`src/rtl/exe_muldiv.sv`:
```
// exe_muldiv: iterative RV32M multiply/divide unit with valid/ready in and out.
// Define EXE_MULDIV_FAST_MUL_EN for a single-cycle multiplier in the MUL state.
module exe_muldiv #(
  parameter int XLEN = 32,
  parameter int CNTW = $clog2(XLEN) + 1
) (
  input  logic            clk,
  input  logic            rstl,
  input  logic            in_valid,
  output logic            in_ready,
  input  logic [2:0]      in_op,
  input  logic [XLEN-1:0] in_rs1,
  input  logic [XLEN-1:0] in_rs2,
  input  logic [4:0]      in_rd,
  input  logic [31:0]     in_pc,
  input  logic            flush,
  output logic            out_valid,
  input  logic            out_ready,
  output logic [XLEN-1:0] out_data,
  output logic [4:0]      out_rd,
  output logic [31:0]     out_pc,
  output logic            busy
);

  typedef enum logic [2:0] {IDLE, MUL, DIV, FIX, DONE} state_t;

  state_t              state;
  logic [2:0]          op;
  logic [4:0]          rd_q;
  logic [31:0]         pc_q;
  logic [XLEN-1:0]     a;
  logic [XLEN-1:0]     b;
  logic [2*XLEN-1:0]   acc;
  logic [CNTW-1:0]     cnt;
  logic                neg_res;
  logic                spec;

  logic                s1_sgn, s2_sgn, s1_neg, s2_neg;
  logic [XLEN-1:0]     mag1, mag2, spec_res;
  logic                div0, ovf;
  logic [XLEN:0]       shl, sub_s;
  logic [2*XLEN-1:0]   prod;
  logic [XLEN-1:0]     quo, rem, res;

  assign in_ready = (state == IDLE);
  assign busy     = (state != IDLE);

  assign s1_sgn = (in_op == 3'b001) | (in_op == 3'b010) |
                  (in_op == 3'b100) | (in_op == 3'b110);
  assign s2_sgn = (in_op == 3'b001) | (in_op == 3'b100) |
                  (in_op == 3'b110);
  assign s1_neg = s1_sgn & in_rs1[XLEN-1];
  assign s2_neg = s2_sgn & in_rs2[XLEN-1];
  assign mag1   = s1_neg ? -in_rs1 : in_rs1;
  assign mag2   = s2_neg ? -in_rs2 : in_rs2;

  assign div0 = in_op[2] & (in_rs2 == '0);
  assign ovf  = in_op[2] & ~in_op[0] & (&in_rs2) &
                (in_rs1 == {1'b1, {(XLEN-1){1'b0}}});
  assign spec_res = div0 ? (in_op[1] ? in_rs1 : '1)
                         : (in_op[1] ? '0 : in_rs1);

  // restoring step: remainder lives in acc high half, quotient in low half
  assign shl   = {acc[2*XLEN-1:XLEN], acc[XLEN-1]};
  assign sub_s = shl - {1'b0, b};

`ifdef EXE_MULDIV_FAST_MUL_EN
  logic [2*XLEN-1:0] mprod;
  assign mprod = {{XLEN{1'b0}}, a} * {{XLEN{1'b0}}, b};
`else
  logic [XLEN:0] add_s;
  assign add_s = {1'b0, acc[2*XLEN-1:XLEN]} +
                 (b[0] ? {1'b0, a} : {(XLEN+1){1'b0}});
`endif

  assign prod = neg_res ? -acc : acc;
  assign quo  = acc[XLEN-1:0];
  assign rem  = acc[2*XLEN-1:XLEN];

  // sign fix and result select applied in FIX
  always_comb begin
    res = '0;
    if (spec)
      res = acc[XLEN-1:0];
    else if (!op[2])
      res = (op[1:0] == 2'b00) ? prod[XLEN-1:0] : prod[2*XLEN-1:XLEN];
    else if (!op[1])
      res = neg_res ? -quo : quo;
    else
      res = neg_res ? -rem : rem;
  end

  // control FSM, datapath iteration and registered outputs
  always_ff @(posedge clk or negedge rstl) begin
    if (!rstl) begin
      state     <= IDLE;
      op        <= '0;
      rd_q      <= '0;
      pc_q      <= '0;
      a         <= '0;
      b         <= '0;
      acc       <= '0;
      cnt       <= '0;
      neg_res   <= 1'b0;
      spec      <= 1'b0;
      out_valid <= 1'b0;
      out_data  <= '0;
      out_rd    <= '0;
      out_pc    <= '0;
    end else if (flush) begin
      state     <= IDLE;
      out_valid <= 1'b0;
    end else begin
      unique case (state)
        IDLE: if (in_valid) begin
          op      <= in_op;
          rd_q    <= in_rd;
          pc_q    <= in_pc;
          a       <= mag1;
          b       <= mag2;
          cnt     <= CNTW'(XLEN);
          neg_res <= (in_op[2] & in_op[1]) ? s1_neg : (s1_neg ^ s2_neg);
          spec    <= div0 | ovf;
          if (div0 | ovf) begin
            acc   <= {{XLEN{1'b0}}, spec_res};
            state <= FIX;
          end else if (in_op[2]) begin
            acc   <= {{XLEN{1'b0}}, mag1};
            state <= DIV;
          end else begin
            acc   <= '0;
            state <= MUL;
          end
        end
        MUL: begin
`ifdef EXE_MULDIV_FAST_MUL_EN
          acc   <= mprod;
          state <= FIX;
`else
          acc <= {add_s, acc[XLEN-1:1]};
          b   <= b >> 1;
          cnt <= cnt - CNTW'(1);
          if (cnt == CNTW'(1)) state <= FIX;
`endif
        end
        DIV: begin
          if (!sub_s[XLEN])
            acc <= {sub_s[XLEN-1:0], acc[XLEN-2:0], 1'b1};
          else
            acc <= {shl[XLEN-1:0], acc[XLEN-2:0], 1'b0};
          cnt <= cnt - CNTW'(1);
          if (cnt == CNTW'(1)) state <= FIX;
        end
        FIX: begin
          out_valid <= 1'b1;
          out_data  <= res;
          out_rd    <= rd_q;
          out_pc    <= pc_q;
          state     <= DONE;
        end
        DONE: if (out_ready) begin
          out_valid <= 1'b0;
          state     <= IDLE;
        end
        default: state <= IDLE;
      endcase
    end
  end

endmodule

```
`config.mk`:
```
export PLATFORM = sky130hd
export DESIGN_NAME = exe_muldiv
export DESIGN_NICKNAME = d
export VERILOG_FILES = /design/src/rtl/exe_muldiv.sv
export SDC_FILE = /design/constraint.sdc
export NUM_CORES = 1
export LEC_CHECK = 0
export ABC_AREA = 0
export BUFFER_PORTS_ARGS = -buffer_cell sky130_fd_sc_hd__buf_2
export CORE_UTILIZATION = 25
export CTS_CLUSTER_SIZE = 28
export DETAILED_ROUTE_END_ITERATION = 12
export PLACE_DENSITY = 0.5
export SLEW_MARGIN = 20
export SYNTH_ARGS = -nofsm -noshare
export SYNTH_HDL_FRONTEND = slang
export SYNTH_SLANG_ARGS = --single-unit
```
`constraint.sdc`:
```
create_clock -name clk -period 4.5 [get_ports clk]
set_clock_uncertainty 0.05 [all_clocks]
set_input_delay 0.9 -clock clk [delete_from_list [all_inputs] [get_ports clk]]
set_output_delay 0.9 -clock clk [all_outputs]
set_load 0.03 [all_outputs]
```
==> impl_metrics.csv <==
group,metric,value,unit
route,dr.pass1.iters,6,
cells_and_area,fin_nets,2755,
cells_and_area,drive_gt1_frac,0.133,
sta,max_slew_margin,0.343,
logic_synthesis,synth_warnings,0,
sta,period_minus_slack,4150,ps
sta,grt_setup_unrepaired,"false",
floorplan,core_area,74400,um2
power_and_ir_drop,power.total,0.0169,W
sta,fmax,0.241,GHz
critical_path,path_max_fanout,33,
grt,grt_pass1_wl,110000,um
logic_synthesis,synthDistinctLibCells,80,
cells_and_area,area_delta_synth_final,16.0,%
logic_synthesis,synthCells,2459,
critical_path,cpPeakStageDelay,560,ps
logic_synthesis,ys_seq_area_frac,0.332,
sta,drv_slew,0,
critical_path,slowest_stage,"o41ai_1",
floorplan,die_area,76300,um2
sta,min_period_over_period,0.923,
critical_path,startpoint,"b[0]$_DFFE_PN0P_",
grt,grt_overflow,0,
placement,port_buffers,180,
logic_synthesis,synth_top_area_frac,0.332,
sta,setup_violations,0,
grt,grt_pass1_vias,17971,
outcome,status,"finished clean",
cells_and_area,finalNonFillerCells,3567,
logic_synthesis,syn-num-nets,2641,
logic_synthesis,synthesis.area,18800,um2
clocking,clk_latency,600,ps
logic_synthesis,synth_edf_count,0,
logic_synthesis,ys_async_sr_fraction,1.00,
critical_path,start_kind,"flip-flop",
route,drt_iter0_drc,1374,
critical_path,cpMostUsedCell,"a21oi_1",
route,viasPerCell,5.22,
clocking,htreeDepth,1,
clocking,cts_hold_buf,0,
critical_path,r2r-start,"b[0]$_DFFE_PN0P_",
clocking,cts_tree,"built",
clocking,cts_buffers,31,
floorplan,dieHeight,276,um
run,cap_violations,0,
power_and_ir_drop,p_leak,9.71,nW
logic_synthesis,synth-seq-cells,249,
clocking,cts-resized-gates,0,
min_path,hold_class,"input port to asynchronous set/reset pin",
route,drc,0,
power_and_ir_drop,p_per_area,777,nW/um2
floorplan,die_width,276,um
route,ant_nets,0,
sta,worst_slew_pin_slew,973,ps
power_and_ir_drop,max-vdd-ir-drop,366,uV
floorplan,rows,100,
route,num_vias,18617,
placement,dp.cells,3509,
clocking,ctsLongestPathBuffers,3,
logic_synthesis,avgSynthCellArea,7.64,um2
floorplan,io_pins,181,
critical_path,endpoint_kind,"flip-flop",
clocking,cts_root_buf,"clkbuf_16",
logic_synthesis,synth_area_leader_cell,"dfrtp_1",
clocking,cts_setup_buffers,0,
grt,antenna_found_initial,5,
logic_synthesis,synthTopCellsByArea,"dfrtp_1, nand2_1, o21ai_0",
sta,finalSetupTns,0,ps
placement,gp_congestion,0.967,
floorplan,start_util,0.252,
placement,hpwl,54800,um
critical_path,worstPathRequired,4880,ps
critical_path,critPathKind,"flip-flop to flip-flop",
grt,track_usage,0.184,
route,totalWireLength,72100,um
route,routedWlPerCell,20.2,um
critical_path,cp.arrival,4540,ps
sta,hold_violations,0,
clocking,cts.sinks,249,
clocking,cts.clk_slew.worst_paths,60,ps
grt,grt_start_max_net_pins,106,
critical_path,crit_chain,"buf_4 > and2_1 > ha_1 > fa_1 > a211oi_1 > o211ai_1 > a41oi_1 > a31oi_1 > o41ai_1 > a21oi_1 > a21o_1 > mux2i_1 > a21oi_1 > o311ai_0",
logic_synthesis,ys.flop_type,"dfrtp_1",
## kinds of logic (layout without fill, tap and decap cells)
logic type      count (synthesis)  in the layout  share of synthesized area
buf+inv                       246            382                     0.0513
mux                            28             28                     0.0152
other cells                     0              3                          0
flops                         249            249                      0.332
xor+xnor                      172            172                     0.0802
simple gates                  936            936                      0.226
fa+ha+maj                      73             73                     0.0494
compound gates                755            755                      0.246
## Yosys cell counts, types with 9 or more instances
master	count
o21a_1	13
nand2_1	473
nand3_1	35
nor2_1	166
o211ai_1	13
o22ai_1	12
o31ai_1	24
inv_1	69
buf_1	10
or3_1	25
or2_2	9
dfrtp_1	249
clkbuf_1	151
o21ai_1	12
a31oi_1	26
nor3_1	49
a21o_1	36
nor4_1	25
a21oi_1	188
o221ai_1	12
nand2b_1	18
o41ai_1	18
a22oi_1	19
nor2b_1	14
mux2i_1	23
nand4_1	26
and2_1	39
o21ai_0	277
or4_1	14
ha_1	71
xor2_1	78
and3_1	12
a221oi_1	39
xnor2_1	94
a211oi_1	15
## state kept, by name (all words and copies together) (netlist names), 3 cells and up
| name | flops |
|---|---|
| op | 3 |
| rd_q | 5 |
| cnt | 6 |
| b | 32 |
| state | 3 |
| out_pc | 32 |
| out_rd | 5 |
| out_data | 32 |
| acc | 64 |
| a | 32 |
| pc_q | 32 |
## critical path, delay by kind of cell (launching register included)
| kind | cells | cell delay, ps |
|---|---|---|
| compound gates | 9 | 2400 |
| flops | 1 | 380 |
| simple gates | 1 | 170 |
| mux | 1 | 120 |
| fa+ha+maj | 2 | 660 |
| buf+inv | 1 | 210 |
## power breakdown
part / total (W) / internal (W) / switching (W) / leakage (nW)
Clock: 0.00237 / 0.00135 / 0.00102 / 0.454
Combinational: 0.0103 / 0.00375 / 0.00654 / 6.10
Sequential: 0.00429 / 0.00319 / 0.00110 / 3.16
## placed cells by master (no fill, tap or decap), types with 9 or more instances in the layout
| master | Yosys | routed |
|---|---|---|
| nand2_1 | 473 | 472 |
| o21ai_0 | 277 | 277 |
| dfrtp_1 | 249 | 248 |
| a21oi_1 | 188 | 188 |
| buf_2 | 8 | 179 |
| nor2_1 | 166 | 165 |
| xnor2_1 | 94 | 94 |
| xor2_1 | 78 | 78 |
| buf_4 | 3 | 76 |
| ha_1 | 71 | 71 |
| inv_1 | 69 | 69 |
| nor3_1 | 49 | 46 |
| a221oi_1 | 39 | 39 |
| and2_1 | 39 | 38 |
| a21o_1 | 36 | 36 |
| nand3_1 | 35 | 35 |
| clkbuf_16 | 0 | 31 |
| a31oi_1 | 26 | 26 |
| nand4_1 | 26 | 26 |
| nor4_1 | 25 | 25 |
| o31ai_1 | 24 | 24 |
| or3_1 | 25 | 23 |
| mux2i_1 | 23 | 23 |
| a22oi_1 | 19 | 19 |
| nand2b_1 | 18 | 18 |
| o41ai_1 | 18 | 18 |
| a211oi_1 | 15 | 15 |
| nor2b_1 | 14 | 14 |
| or4_1 | 14 | 14 |
| clkbuf_1 | 151 | 14 |
| o21a_1 | 13 | 13 |
| o211ai_1 | 13 | 13 |
| and3_1 | 12 | 12 |
| o22ai_1 | 12 | 12 |
| o221ai_1 | 12 | 12 |
| o21ai_1 | 12 | 11 |
| or2_2 | 9 | 9 |
## layer usage
| metal | up-vias | share of wire | global-route usage |
|---|---|---|---|
| met1 | 8920 | 0.44 | 0.246 |
| met4 | 4 | 0.033 | 0.0627 |
| met5 | - | 0.00032 | 0 |
| met2 | 609 | 0.45 | 0.298 |
| met3 | 126 | 0.071 | 0.0335 |
| li1 | 8958 | - | - |
## final cells by class
class	instances	area (um2)
clock buffer	46	842
clock inverter	9	91.3
inverter	69	259
fill	8110	52600
timing repair buffer	258	1520
tap	969	1210
antenna	3	7.51
multi-input combinational	1964	11600
sequential	249	6230
## worst paths after layout
kind                                                  to  slack (ps)  cells after the start
worst max-delay path                 acc[59]$_DFFE_PN0P_         350                     14
worst min-delay path            out_data[28]$_DFFE_PN0P_         260                      1
worst max register to register       acc[59]$_DFFE_PN0P_         350                     14
worst min register to register    out_pc[30]$_DFFE_PN0P_         410                      2
max in group asynchronous           pc_q[26]$_DFFE_PN0P_        3080                      2
min in group clk                  out_pc[30]$_DFFE_PN0P_         410                      2
## through the flow
stage	hold WS, ps	util	instance area [um2]	worst slack (ps)
after floorplan	389	-	18800	871
after global placement	395	0.280	20900	400
after detailed placement	397	0.280	20900	309
after CTS	315	0.293	21800	415
after global routing	332	0.293	21800	88.6
final	265	0.293	21800	347
Note: power is estimated with default switching activity, not from simulation.
